==> config.mk <==
export PLATFORM = sky130hd
export DESIGN_NAME = pipe_hazard_ctrl_flat
export DESIGN_NICKNAME = d
export VERILOG_FILES = /design/src/rtl/pipe_hazard_ctrl_pkg.sv /design/src/rtl/pipe_hazard_ctrl_if.sv /design/src/rtl/pipe_hazard_ctrl_md_busy_cnt.sv /design/src/rtl/pipe_hazard_ctrl.sv /design/src/flat_wrapper.sv
export SDC_FILE = /design/constraint.sdc
export NUM_CORES = 1
export LEC_CHECK = 0
export ABC_AREA = 1
export ABC_CLOCK_PERIOD_IN_PS = 1700
export CORE_MARGIN = 3
export CORE_UTILIZATION = 39
export CTS_CLUSTER_SIZE = 25
export DETAILED_ROUTE_END_ITERATION = 10
export PLACE_DENSITY_LB_ADDON = 0.05
export SYNTH_ARGS = -nofsm -noshare
export SYNTH_HDL_FRONTEND = slang
export SYNTH_SLANG_ARGS = --single-unit
export TNS_END_PERCENT = 5
==> constraint.sdc <==
create_clock -name clk -period 1.7 [get_ports clk]
set_clock_uncertainty 0.15 [all_clocks]
set_input_delay 0.17 -clock clk [delete_from_list [all_inputs] [get_ports clk]]
set_output_delay 0.17 -clock clk [all_outputs]
set_load 0.02 [all_outputs]
==> src/rtl/pipe_hazard_ctrl_pkg.sv <==
// Shared pipeline-control constants and types, also used by the PC mux and the
// decoder's Tuse/Tnew table.
package pipe_hazard_ctrl_pkg;

  localparam logic [1:0] PCSEL_SEQ = 2'd0;
  localparam logic [1:0] PCSEL_EXC = 2'd1;
  localparam logic [1:0] PCSEL_EPC = 2'd2;

  localparam logic [1:0] TUSE_NONE = 2'd3;

  localparam int MULT_CYCLES_DEF = 5;
  localparam int DIV_CYCLES_DEF  = 10;
  localparam int MD_CNT_W        = 4;

  typedef enum logic {MD_IDLE, MD_BUSY} md_state_t;

  typedef struct packed {
    logic       pc_en;
    logic       fd_en;
    logic       fd_clr;
    logic       de_clr;
    logic       em_clr;
    logic [1:0] pc_sel;
  } hz_ctrl_t;

  // One producer/consumer pair: stall while the producer's result is not
  // forwardable before the consumer needs it. $0 is never a real dependency.
  function automatic logic src_hazard(input logic [4:0] src, input logic [1:0] tuse,
                                      input logic [4:0] dst, input logic [1:0] tnew);
    return (tuse != TUSE_NONE) && (src != 5'd0) && (src == dst) && (tuse < tnew);
  endfunction

endpackage

==> src/rtl/pipe_hazard_ctrl_if.sv <==
// Hazard-information inputs and pipeline-advance controls of the hazard unit.
interface pipe_hazard_ctrl_if;
  logic [4:0] rs_d, rt_d;
  logic [1:0] tuse_rs_d, tuse_rt_d;
  logic [4:0] rd_e, rd_m;
  logic [1:0] tnew_e, tnew_m;
  logic       md_start_e, md_div_e, md_use_d;
  logic       exc_req_m, eret_m;
  logic       pc_en, fd_en;
  logic       fd_clr, de_clr, em_clr;
  logic [1:0] pc_sel;
  logic       md_busy;

  // Pipeline side: reports stage contents, consumes the controls.
  modport master (
    output rs_d, rt_d, tuse_rs_d, tuse_rt_d, rd_e, rd_m, tnew_e, tnew_m,
           md_start_e, md_div_e, md_use_d, exc_req_m, eret_m,
    input  pc_en, fd_en, fd_clr, de_clr, em_clr, pc_sel, md_busy
  );

  // Controller side.
  modport slave (
    input  rs_d, rt_d, tuse_rs_d, tuse_rt_d, rd_e, rd_m, tnew_e, tnew_m,
           md_start_e, md_div_e, md_use_d, exc_req_m, eret_m,
    output pc_en, fd_en, fd_clr, de_clr, em_clr, pc_sel, md_busy
  );
endinterface

==> src/rtl/pipe_hazard_ctrl_md_busy_cnt.sv <==
// Mult/div occupancy counter: loads the op latency on a start, counts down to idle.
module md_busy_cnt
  import pipe_hazard_ctrl_pkg::*;
#(
  parameter int MULT_CYCLES = MULT_CYCLES_DEF,
  parameter int DIV_CYCLES  = DIV_CYCLES_DEF
) (
  input  logic clk,
  input  logic reset,
  input  logic md_start_e,
  input  logic md_div_e,
  output logic md_busy
);

  localparam logic [MD_CNT_W-1:0] MULT_LD = MD_CNT_W'(MULT_CYCLES);
  localparam logic [MD_CNT_W-1:0] DIV_LD  = MD_CNT_W'(DIV_CYCLES);

  logic [MD_CNT_W-1:0] cnt, cnt_nxt;
  md_state_t           state;

  assign state = (cnt == '0) ? MD_IDLE : MD_BUSY;

  always_ff @(posedge clk) begin
    if (reset) cnt <= '0;
    else       cnt <= cnt_nxt;
  end

  // A start seen while busy is ignored; the window always runs to completion.
  always_comb begin
    cnt_nxt = cnt;
    case (state)
      MD_IDLE: if (md_start_e) cnt_nxt = md_div_e ? DIV_LD : MULT_LD;
      MD_BUSY: cnt_nxt = cnt - MD_CNT_W'(1);
      default: cnt_nxt = '0;
    endcase
  end

  always_comb begin
    md_busy = (state == MD_BUSY);
  end

endmodule

==> src/rtl/pipe_hazard_ctrl.sv <==
// Central stall/flush controller: data hazards, mult/div occupancy and M-stage
// exception/ERET redirection, with priority redirect > stall > run.
module pipe_hazard_ctrl
  import pipe_hazard_ctrl_pkg::*;
#(
  parameter int MULT_CYCLES = MULT_CYCLES_DEF,
  parameter int DIV_CYCLES  = DIV_CYCLES_DEF
) (
  input  logic                 clk,
  input  logic                 reset,
  pipe_hazard_ctrl_if.slave    hif
);

  logic     stall_data, stall_md, stall, redirect;
  logic     md_busy;
  hz_ctrl_t ctrl;

  md_busy_cnt #(
    .MULT_CYCLES (MULT_CYCLES),
    .DIV_CYCLES  (DIV_CYCLES)
  ) u_md_busy_cnt (
    .clk        (clk),
    .reset      (reset),
    .md_start_e (hif.md_start_e),
    .md_div_e   (hif.md_div_e),
    .md_busy    (md_busy)
  );

  always_comb begin
    stall_data = src_hazard(hif.rs_d, hif.tuse_rs_d, hif.rd_e, hif.tnew_e)
               | src_hazard(hif.rs_d, hif.tuse_rs_d, hif.rd_m, hif.tnew_m)
               | src_hazard(hif.rt_d, hif.tuse_rt_d, hif.rd_e, hif.tnew_e)
               | src_hazard(hif.rt_d, hif.tuse_rt_d, hif.rd_m, hif.tnew_m);
    stall_md   = hif.md_use_d & (hif.md_start_e | md_busy);
    stall      = stall_data | stall_md;
    redirect   = hif.exc_req_m | hif.eret_m;
  end

  // Redirect flushes F/D, D/E and E/M but leaves an in-flight mult/div running.
  always_comb begin
    ctrl = '{pc_en: 1'b1, fd_en: 1'b1, fd_clr: 1'b0, de_clr: 1'b0,
             em_clr: 1'b0, pc_sel: PCSEL_SEQ};
    if (redirect) begin
      ctrl.fd_clr = 1'b1;
      ctrl.de_clr = 1'b1;
      ctrl.em_clr = 1'b1;
      ctrl.pc_sel = hif.exc_req_m ? PCSEL_EXC : PCSEL_EPC;
    end else if (stall) begin
      ctrl.pc_en  = 1'b0;
      ctrl.fd_en  = 1'b0;
      ctrl.de_clr = 1'b1;
    end
  end

  assign hif.pc_en   = ctrl.pc_en;
  assign hif.fd_en   = ctrl.fd_en;
  assign hif.fd_clr  = ctrl.fd_clr;
  assign hif.de_clr  = ctrl.de_clr;
  assign hif.em_clr  = ctrl.em_clr;
  assign hif.pc_sel  = ctrl.pc_sel;
  assign hif.md_busy = md_busy;

endmodule

==> src/flat_wrapper.sv <==
// flat-port wrapper written by rule: the top's interface ports become plain ports
module pipe_hazard_ctrl_flat import pipe_hazard_ctrl_pkg::*;
#(
  parameter int MULT_CYCLES = MULT_CYCLES_DEF,
  parameter int DIV_CYCLES  = DIV_CYCLES_DEF
)
  (clk, reset, hif_rs_d, hif_rt_d, hif_tuse_rs_d, hif_tuse_rt_d, hif_rd_e, hif_rd_m, hif_tnew_e, hif_tnew_m, hif_md_start_e, hif_md_div_e, hif_md_use_d, hif_exc_req_m, hif_eret_m, hif_pc_en, hif_fd_en, hif_fd_clr, hif_de_clr, hif_em_clr, hif_pc_sel, hif_md_busy);
  pipe_hazard_ctrl_if hif_i ();
  input  logic clk;
  input  logic reset;
  input wire logic [$bits(hif_i.rs_d)-1:0] hif_rs_d;
  input wire logic [$bits(hif_i.rt_d)-1:0] hif_rt_d;
  input wire logic [$bits(hif_i.tuse_rs_d)-1:0] hif_tuse_rs_d;
  input wire logic [$bits(hif_i.tuse_rt_d)-1:0] hif_tuse_rt_d;
  input wire logic [$bits(hif_i.rd_e)-1:0] hif_rd_e;
  input wire logic [$bits(hif_i.rd_m)-1:0] hif_rd_m;
  input wire logic [$bits(hif_i.tnew_e)-1:0] hif_tnew_e;
  input wire logic [$bits(hif_i.tnew_m)-1:0] hif_tnew_m;
  input wire logic [$bits(hif_i.md_start_e)-1:0] hif_md_start_e;
  input wire logic [$bits(hif_i.md_div_e)-1:0] hif_md_div_e;
  input wire logic [$bits(hif_i.md_use_d)-1:0] hif_md_use_d;
  input wire logic [$bits(hif_i.exc_req_m)-1:0] hif_exc_req_m;
  input wire logic [$bits(hif_i.eret_m)-1:0] hif_eret_m;
  output wire logic [$bits(hif_i.pc_en)-1:0] hif_pc_en;
  output wire logic [$bits(hif_i.fd_en)-1:0] hif_fd_en;
  output wire logic [$bits(hif_i.fd_clr)-1:0] hif_fd_clr;
  output wire logic [$bits(hif_i.de_clr)-1:0] hif_de_clr;
  output wire logic [$bits(hif_i.em_clr)-1:0] hif_em_clr;
  output wire logic [$bits(hif_i.pc_sel)-1:0] hif_pc_sel;
  output wire logic [$bits(hif_i.md_busy)-1:0] hif_md_busy;
  assign hif_i.rs_d = hif_rs_d;
  assign hif_i.rt_d = hif_rt_d;
  assign hif_i.tuse_rs_d = hif_tuse_rs_d;
  assign hif_i.tuse_rt_d = hif_tuse_rt_d;
  assign hif_i.rd_e = hif_rd_e;
  assign hif_i.rd_m = hif_rd_m;
  assign hif_i.tnew_e = hif_tnew_e;
  assign hif_i.tnew_m = hif_tnew_m;
  assign hif_i.md_start_e = hif_md_start_e;
  assign hif_i.md_div_e = hif_md_div_e;
  assign hif_i.md_use_d = hif_md_use_d;
  assign hif_i.exc_req_m = hif_exc_req_m;
  assign hif_i.eret_m = hif_eret_m;
  assign hif_pc_en = hif_i.pc_en;
  assign hif_fd_en = hif_i.fd_en;
  assign hif_fd_clr = hif_i.fd_clr;
  assign hif_de_clr = hif_i.de_clr;
  assign hif_em_clr = hif_i.em_clr;
  assign hif_pc_sel = hif_i.pc_sel;
  assign hif_md_busy = hif_i.md_busy;
  pipe_hazard_ctrl #(.MULT_CYCLES(MULT_CYCLES), .DIV_CYCLES(DIV_CYCLES)) u_core (.clk(clk), .reset(reset), .hif(hif_i));
endmodule
==> results of run 1 <==
-- timing repair --
| action | CTS | global route |
|---|---|---|
| pin swaps | 8 | 22 |
| gates resized for setup | 60 | 23 |
| setup endpoints to repair | 7 | 3 |
-- metal layers --
layer,global-route usage [%],up-vias
li1,-,553
met5,0,-
met1,23.25,453
met2,33.47,44
met3,6.997,0
met4,3.057,0
-- path summary, 6_finish.rpt --
kind,from,to,slack (ps),cells past startpoint
setup / recovery,u_core.u_md_busy_cnt.cnt[0],hif_fd_en,-4,9
hold reg to reg,u_core.u_md_busy_cnt.cnt[3],u_core.u_md_busy_cnt.cnt[3],450,3
setup reg to reg,u_core.u_md_busy_cnt.cnt[1],u_core.u_md_busy_cnt.cnt[0],220,9
hold / removal,reset,u_core.u_md_busy_cnt.cnt[1],440,3
-- cells in the final DEF (no fill, tap or decap) --
cell             instances
nand2_1                 38
dlygate4sd2_1           21
inv_1                   18
inv_2                   16
nor2_1                  12
nand2_2                  8
clkdlybuf4s50_1          8
buf_4                    7
nand3_1                  6
ha_4                     5
dlymetal6s2s_1           5
o21ai_0                  4
nor2_2                   4
xor2_1                   3
o21ai_1                  3
o21bai_1                 3
nand3_2                  3
nor3_1                   3
clkbuf_4                 3
clkbuf_2                 3
dfxtp_1                  3
a21boi_2                 2
nand4_1                  2
a21oi_1                  2
buf_2                    2
buf_6                    2
o31ai_1                  1
a21boi_1                 1
a21oi_2                  1
o21ai_2                  1
nand2_4                  1
nor2_4                   1
o221a_1                  1
o22ai_1                  1
clkdlybuf4s15_1          1
dfxtp_2                  1
-- area by class of cell --
| type | count | share of cell area, % |
|---|---|---|
| repair buffers | 49 | 32.02 |
| inverters | 34 | 9.358 |
| well taps | 25 | 2.294 |
| flip-flops and latches | 4 | 5.963 |
| multi-input cells | 106 | 48.72 |
| clock buffers | 3 | 1.651 |
-- worst max-delay path: stages, from the launching register on --
cell and delay, ps:
dfxtp_2 310, inv_2 80, ha_4 150, nand2_4 50, nor2_4 120, nand2_2 70, nand2_2 80, nand3_2 80
nand2_2 80, buf_6 120
-- kinds of logic (layout without fill, tap and decap cells) --
| kind of cell | Yosys count | in the layout |
|---|---|---|
| compound gates | 20 | 20 |
| simple gates | 78 | 78 |
| flops | 4 | 4 |
| buf+inv | 37 | 86 |
| xor+xnor | 3 | 3 |
| fa+ha+maj | 5 | 5 |
-- power by group through the flow --
stage	clock, mW	combinational (mW)	sequential, mW
CTS	0.132	0.689	0.171
detailed placement	0	0.714	0.171
floorplan	0	0.394	0.172
finish	0.128	0.756	0.178
global placement	0	0.698	0.171
global route	0.141	0.845	0.183
==> key figures, run 1 <==
Floorplanning
  – Die area: 0.002644 mm^2
  – Core Area: 0.001839 mm^2
  – IO Count: 43
  – Die Y: 51.42 um
  – Chip width: 51.42 um
  – Core Rows: 15
  – Initial core utilization: 43.74%

Critical path
  – Critical Path AT: 1380 ps
  – Worst setup path class: flip-flop to output port
  – Worst Setup End Kind: output port
  – CP startpoint kind: flip-flop
  – Crit path required time: 1380 ps
  – CP Max Fanout: 2

Timing
  – Finish-stage setup viols: 2
  – Total negative slack: -5.925 ps
  – RSZ-0062 raised after global routing: true
  – Max-slew headroom: 84.93%
  – Slew Viols, Final: 0
  – Final worst path period share: 100.2%
  – Slew @ Worst Pin: 224.3 ps
  – Fmax achieved: 586.9 MHz
  – Min cycle time layout: 1704 ps
  – WHS: 440.5 ps
  – Endpoints failing hold: 0
  – Setup ws final: -3.805 ps

Synth
  – Cell with the most instances after synthesis: nand2_1
  – Post-synthesis simple-gate area fraction: 44.79%
  – Post-Synth XOR/XNOR Area: 3.266%
  – Register bit count reported by yosys: 4
  – Seq/Total Area, Yosys: 9.953%
  – Syn_nets: 187
  – Top cells by area, synth: nand2_1, inv_1, dfxtp_1
  – Adder-cell share of the synthesized area: 7.776%
  – Top cell type by total area after synthesis: nand2_1
  – Mux cell area share after synthesis: 0%
  – Post-synth top cells: nand2_1, inv_1, nor2_1
  – Ys Warns: 0
  – Yosys top cell area share: 18.66%
  – Synth Cell Area: 804.5 um^2
  – Post-synthesis compound-gate area fraction: 16.02%
  – Avg Inst Size Synth: 5.473 um^2
  – Largest family of logic cells by synthesized area: simple AND/OR/NAND/NOR gates
  – Library cells used by synthesis: 25
  – Primary FF master, synth: dfxtp_1
  – Post-synth EDFFs: 0
  – Post-synth ARST share: 0%
  – Cells after synthesis: 147

Route
  – Number of remaining DRC errors: 0
  – Via Count: 1050
  – Antenna viol nets, final: 0
  – DR vias/cell: 4.751
  – Wire per inst: 11.43 um
  – DRT Pass-1 Iters: 4
  – Total wire length: 2527 um
  – Metal2 WL: 1168 um
  – DR iter-0 viols: 15
  – Top Metal Used: met3
  – Routed wl met3: 279 um
  – Wl on met1: 1080 um

Cells and area
  – Design area: 0.001364 mm^2
  – Fin cells: 221
  – Multi-input gate area: 664.4 um^2
  – Top reg by flops: u_core.u_md_busy_cnt.cnt
  – Largest register FFs: 4
  – Share of layout cells above drive strength 1: 30.61%
  – Leading registers by flop count: u_core.u_md_busy_cnt.cnt (4)
  – Fillers: 172
  – Register area: 81.33 um^2
  – Nets: 238
  – Fin util: 74.15%
  – # diodes: 0
  – Area Growth Syn to Fin: 69.52%

Power and ir drop
  – Gate power share: 71.2%
  – Clock network fraction of design power: 12.1%
  – Psw: 476.0 uW
  – PwrDens: 779.0 mW/mm^2
  – Internal power: 586.4 uW
  – Net Sw Frac: 44.81%
  – Peak VDD IR: 1.120 mV
  – Total chip power: 1.062 mW
  – Reg power frac: 16.8%
  – Lkg Pwr: 0.7584 nW

Global routing
  – Vias in the first global route: 994
  – Global Route Usage Sum: 19.42%
  – Initial antenna violation count: 0
  – First-pass GRT wire length: 3946 um
  – Largest net degree at the start of global routing: 6
  – Aggregate global routing overflow: 0

Placed design
  – Placer Congestion: 0.9033
  – Hpwl dp: 2030 um
  – Area after DPL: 0.001290 mm^2
  – PortBufs: 42
  – Placed cell count: 218
  – Placement-stage worst setup slack: -793.5 ps

Clock tree
  – H-Tree Depth: 1
  – Worst-path clk slew: 50 ps
  – Hold buffer count at cts: 0
  – CTS buffer count: 3
  – TritonCTS clock tree: built
  – Root buffer cell: clkbuf_4
  – Setup bufs post-CTS: 0
  – Worst skew pair latency: 250 ps
  – TritonCTS Sinks: 4
  – Longest Clk Path Bufs: 2

Hold path
  – Min-Delay Path Class: input pin to flip-flop

Job
  – Maxcap violations: 0

Run status
  – Status: complete, but fails checks
  – Failing checks: negative setup slack
No activity file was read; power rests on OpenSTA's default activity.
==> run 2, diff against run 1 <==
--- a/config.mk
+++ b/config.mk
@@ -6,7 +6,7 @@
 export NUM_CORES = 1
 export LEC_CHECK = 0
 export ABC_AREA = 1
-export ABC_CLOCK_PERIOD_IN_PS = 1700
+export ABC_CLOCK_PERIOD_IN_PS = 1900
 export CORE_MARGIN = 3
 export CORE_UTILIZATION = 39
 export CTS_CLUSTER_SIZE = 25
==> constraint.sdc (replaced) <==
create_clock -name clk -period 1.9 [get_ports clk]
set_clock_uncertainty 0.15 [all_clocks]
set_input_delay 0.19 -clock clk [delete_from_list [all_inputs] [get_ports clk]]
set_output_delay 0.19 -clock clk [all_outputs]
set_load 0.02 [all_outputs]
==> key figures, run 2 (synthesis results as in run 1) <==
Timing
  – Setup ws final: 87.26 ps
  – Slew @ Worst Pin: 224.2 ps
  – Finish-stage setup viols: 0
  – Endpoints failing hold: 0
  – Min cycle time layout: 1813 ps
  – Slew Viols, Final: 0
  – WHS: 457.6 ps
  – Final worst path period share: 95.41%
  – Fmax achieved: 551.7 MHz
  – Max-slew headroom: 84.94%
  – RSZ-0062 raised after global routing: false

Floorplanning
  – Initial core utilization: 43.74%
  – IO Count: 43
  – Chip width: 51.42 um
  – Die Y: 51.42 um
  – Core Area: 0.001839 mm^2
  – Core Rows: 15
  – Die area: 0.002644 mm^2

Hold path
  – Min-Delay Path Class: flip-flop to flip-flop
  – Worst Min Path Start: u_core.u_md_busy_cnt.cnt[3]

Route
  – Via Count: 1064
  – Number of remaining DRC errors: 0
  – DR iter-0 viols: 28
  – Wire per inst: 11.51 um
  – Antenna viol nets, final: 0
  – DRT Pass-1 Iters: 4
  – DR vias/cell: 4.836
  – Total wire length: 2532 um

Cells and area
  – # diodes: 0
  – Leading registers by flop count: u_core.u_md_busy_cnt.cnt (4)
  – Fillers: 164
  – Largest register FFs: 4
  – Most frequent cells in the layout: nand2_1, inv_1, dlymetal6s2s_1
  – Area Growth Syn to Fin: 70.29%
  – Multi-input gate area: 595.6 um^2
  – Most common cell after layout, fill and taps aside: nand2_1
  – Design area: 0.001370 mm^2
  – Nets: 237
  – Register area: 80.08 um^2
  – Top reg by flops: u_core.u_md_busy_cnt.cnt
  – Share of layout cells above drive strength 1: 24.10%

Placed design
  – Hpwl dp: 2057 um
  – Placer Congestion: 0.9002
  – PortBufs: 42
  – Area after DPL: 0.001282 mm^2
  – Placement-stage worst setup slack: -639.1 ps

Power and ir drop
  – PwrDens: 645.2 mW/mm^2
  – Total chip power: 884.0 uW
  – Lkg Pwr: 0.8724 nW
  – Peak VDD IR: 0.9015 mV

Critical path
  – Worst setup startpoint: hif_rd_e[3]
  – Worst flop-to-flop path endpoint: u_core.u_md_busy_cnt.cnt[0]
  – Worst setup path class: input pin to output port
  – Critical Path Max Stage Delay: 510 ps
  – R2R Path Start: u_core.u_md_busy_cnt.cnt[0]
  – Worst setup endpoint: hif_fd_en
  – R2R setup slack: 330 ps
  – CP Max Fanout: 3
  – Worst r2r path cells: 9
  – CP dominant cell by count: nand2_2
  – Worst Setup End Kind: output port
  – Critical Path AT: 1470 ps
  – Slowest cell on crit path: clkdlybuf4s50_1
  – Crit path required time: 1560 ps
  – Worst-path cell chain: clkdlybuf4s50_1 -> inv_1 -> nand2_1 -> nand3_2 -> nor2_2 -> nand2_1 -> nand2_2 -> nand2_2 -> nand3_2 -> nand2_2 -> buf_6
  – CP startpoint kind: input pin

Run status
  – Status: complete, no violations

Clock tree
  – TritonCTS Sinks: 4
  – Worst skew pair latency: 250 ps
  – TritonCTS clock tree: built
  – Longest Clk Path Bufs: 2
  – Hold buffer count at cts: 0
  – CTS buffer count: 3
  – Worst-path clk slew: 30 ps
  – Root buffer cell: clkbuf_4
  – H-Tree Depth: 1

Global routing
  – Initial antenna violation count: 0
  – First-pass GRT wire length: 4126 um
  – Global Route Usage Sum: 20.49%
  – Aggregate global routing overflow: 0
  – Largest net degree at the start of global routing: 6
  – Vias in the first global route: 1040

Job
  – Maxcap violations: 0
run 2: worst max-delay path, delay by kind of cell:
kind	cells	cell delay, ps
buf+inv	3	710
simple gates	8	560
run 2: area by class of cell:
class / instances / share of cell area (%)
multi-input combinational: 106 / 43.47
sequential: 4 / 5.845
timing repair buffer: 48 / 37.44
inverter: 34 / 9.315
tap: 25 / 2.283
clock buffer: 3 / 1.644
run 2: worst min path at each step:
| stage | end | cells after the start |
|---|---|---|
| 4_1_cts | u_core.u_md_busy_cnt.cnt[3] | 3 |
| 3_3_place_gp | u_core.u_md_busy_cnt.cnt[3] | 3 |
| 2_1_floorplan | u_core.u_md_busy_cnt.cnt[0] | 3 |
| 6_report | u_core.u_md_busy_cnt.cnt[3] | 3 |
| 3_5_place_dp | u_core.u_md_busy_cnt.cnt[3] | 3 |
| 5_1_grt | u_core.u_md_busy_cnt.cnt[1] | 3 |
run 2: timing repair:
action,4_1_cts,5_1_grt
hold endpoints to repair,0,0
resized for setup,17,40
pin swaps,1,14
setup buffers,0,0
setup endpoints to repair,4,5
run 2: metal layers:
| metal | up-vias | wire, um | global-route usage [%] |
|---|---|---|---|
| met4 | 0 | 21 | 3.493 |
| met2 | 52 | 1204 | 35.81 |
| met1 | 457 | 1021 | 24.08 |
| met3 | 4 | 284 | 7.289 |
| li1 | 551 | - | - |
| met5 | - | 0 | 0 |
run 2: power breakdown:
group / switching, mW / leakage (nW) / internal (mW)
clock: 0.0403 / 0.0138 / 0.0710
combinational: 0.332 / 0.825 / 0.289
sequential: 0.0258 / 0.0333 / 0.126
run 2: per-stage QoR:
stage,TNS (ps),utilization [%],cells
detailed placement,-1850,69.73,217
global placement,-1727,69.73,217
floorplan,0,-,147
global route,0,74.49,220
CTS,-443.8,70.20,220
finish,0,74.49,220
==> run 3, diff against run 2 <==
--- a/config.mk
+++ b/config.mk
@@ -11,6 +11,7 @@
 export CORE_UTILIZATION = 39
 export CTS_CLUSTER_SIZE = 25
 export DETAILED_ROUTE_END_ITERATION = 10
+export MAX_ROUTING_LAYER = met4
 export PLACE_DENSITY_LB_ADDON = 0.05
 export SYNTH_ARGS = -nofsm -noshare
 export SYNTH_HDL_FRONTEND = slang
==> constraint.sdc (replaced) <==
create_clock -name clk -period 1.9 [get_ports clk]
set_clock_uncertainty 0.15 [all_clocks]
set_input_delay 0.19 -clock clk [delete_from_list [all_inputs] [get_ports clk]]
set_output_delay 0.19 -clock clk [all_outputs]
set_load 0.05 [all_outputs]
==> key figures, run 3 (synthesis results as in run 1) <==
Timing
  – Endpoints failing hold: 0
  – Final worst path period share: 99.34%
  – Min cycle time layout: 1887 ps
  – Finish-stage setup viols: 0
  – Total negative slack: 0 ps
  – Max-slew headroom: 79.37%
  – Fmax achieved: 529.8 MHz
  – RSZ-0062 raised after global routing: true
  – Slew Viols, Final: 0
  – Slew @ Worst Pin: 308.3 ps

Clock tree
  – Worst-path clk slew: 40 ps
  – Worst skew pair latency: 250 ps
  – Root buffer cell: clkbuf_4
  – CTS buffer count: 3
  – TritonCTS Sinks: 4
  – TritonCTS clock tree: built
  – Hold buffer count at cts: 0
  – H-Tree Depth: 1
  – Longest Clk Path Bufs: 2

Hold path
  – Min-Delay Path Class: flip-flop to flip-flop

Global routing
  – Largest net degree at the start of global routing: 6
  – Aggregate global routing overflow: 0
  – Vias in the first global route: 1073
  – Global Route Usage Sum: 22.39%
  – Initial antenna violation count: 0
  – First-pass GRT wire length: 4402 um

Placed design
  – Placer Congestion: 0.8776
  – PortBufs: 42
  – Hpwl dp: 2151 um

Critical path
  – Critical Path AT: 1550 ps
  – Worst setup path class: input pin to output port
  – Worst Setup End Kind: output port
  – Crit path required time: 1560 ps
  – CP startpoint kind: input pin
  – CP Max Fanout: 2
  – R2R setup slack: 190 ps

Cells and area
  – Top reg by flops: u_core.u_md_busy_cnt.cnt
  – Nets: 233
  – # diodes: 0
  – Area Growth Syn to Fin: 83.05%
  – Largest register FFs: 4
  – Fin util: 80.07%
  – Most frequent cells in the layout: nand2_1, dlymetal6s2s_1, inv_2
  – Leading registers by flop count: u_core.u_md_busy_cnt.cnt (4)
  – Most common cell after layout, fill and taps aside: nand2_1
  – Share of layout cells above drive strength 1: 31.41%

Route
  – Wire per inst: 12.67 um
  – DR iter-0 viols: 13
  – Number of remaining DRC errors: 0
  – Via Count: 1090
  – DR vias/cell: 5.046
  – Antenna viol nets, final: 0
  – DRT Pass-1 Iters: 4
  – Total wire length: 2737 um

Floorplanning
  – Chip width: 51.42 um
  – Die Y: 51.42 um
  – Core Rows: 15
  – IO Count: 43
  – Die area: 0.002644 mm^2
  – Initial core utilization: 43.74%
  – Core Area: 0.001839 mm^2

Power and ir drop
  – Lkg Pwr: 0.9130 nW
  – Peak VDD IR: 0.9918 mV
  – PwrDens: 728.2 mW/mm^2

Run status
  – Status: complete, no violations

Job
  – Maxcap violations: 0
==> run 3: where the power goes <==
part	internal (mW)	switching, mW
clock	0.0712	0.0430
combinational	0.362	0.431
sequential	0.126	0.0396
==> run 3: metrics by stage <==
step | setup slack, ps | total power, mW | hold slack, ps | cell area [um^2] | cells
after floorplan | 123.2 | 0.5683 | 204.3 | 804.5 | 147
after global placement | -185.1 | 0.8172 | 410.8 | 1318 | 211
after detailed placement | -220.5 | 0.8561 | 409.4 | 1318 | 211
after CTS | 4.947 | 1.028 | 423.4 | 1366 | 216
after global routing | -14.59 | 1.158 | 479.5 | 1473 | 216
final | 12.61 | 1.072 | 440.7 | 1473 | 216
==> run 3: final timing paths <==
check                         startpoint                     endpoint  cells after the start
min          u_core.u_md_busy_cnt.cnt[3]  u_core.u_md_busy_cnt.cnt[3]                      3
min reg2reg  u_core.u_md_busy_cnt.cnt[3]  u_core.u_md_busy_cnt.cnt[3]                      3
max                        hif_tnew_e[1]                   hif_de_clr                     10
max reg2reg  u_core.u_md_busy_cnt.cnt[1]  u_core.u_md_busy_cnt.cnt[0]                      9
==> run 3: area by class of cell <==
| cell class | instances | area [um^2] |
|---|---|---|
| Clock buffer | 3 | 22.52 |
| Fill cell | 137 | 366.6 |
| Inverter | 34 | 127.6 |
| Multi-Input combinational cell | 106 | 661.9 |
| Sequential cell | 4 | 80.08 |
| Tap cell | 25 | 31.28 |
| Timing Repair Buffer | 44 | 549.3 |
==> run 3: per-layer routing <==
metal	up-vias	track usage, %	wire [um]
met5	-	-	0
met4	0	6.550	64
met3	8	6.997	245
met2	56	38.77	1306
met1	479	24.43	1120
li1	547	-	-
==> run 3: worst max-delay path: stages <==
cell and delay [ps]:
clkdlybuf4s15_1 170, inv_2 110, ha_4 210, a21boi_2 140, nor2_1 130, nand3_1 120, nand2_1 100, nand2_2 80
nand4_1 150, buf_12 150
==> run 3: what timing repair did <==
action / 4_1_cts / 5_1_grt
endpoints found under the hold margin: 0 / 0
setup buffers: 2 / 0
gates cloned: 0 / 0
endpoints found under the setup margin: 3 / 3
pin swaps: 12 / 17
gates resized for setup: 19 / 46
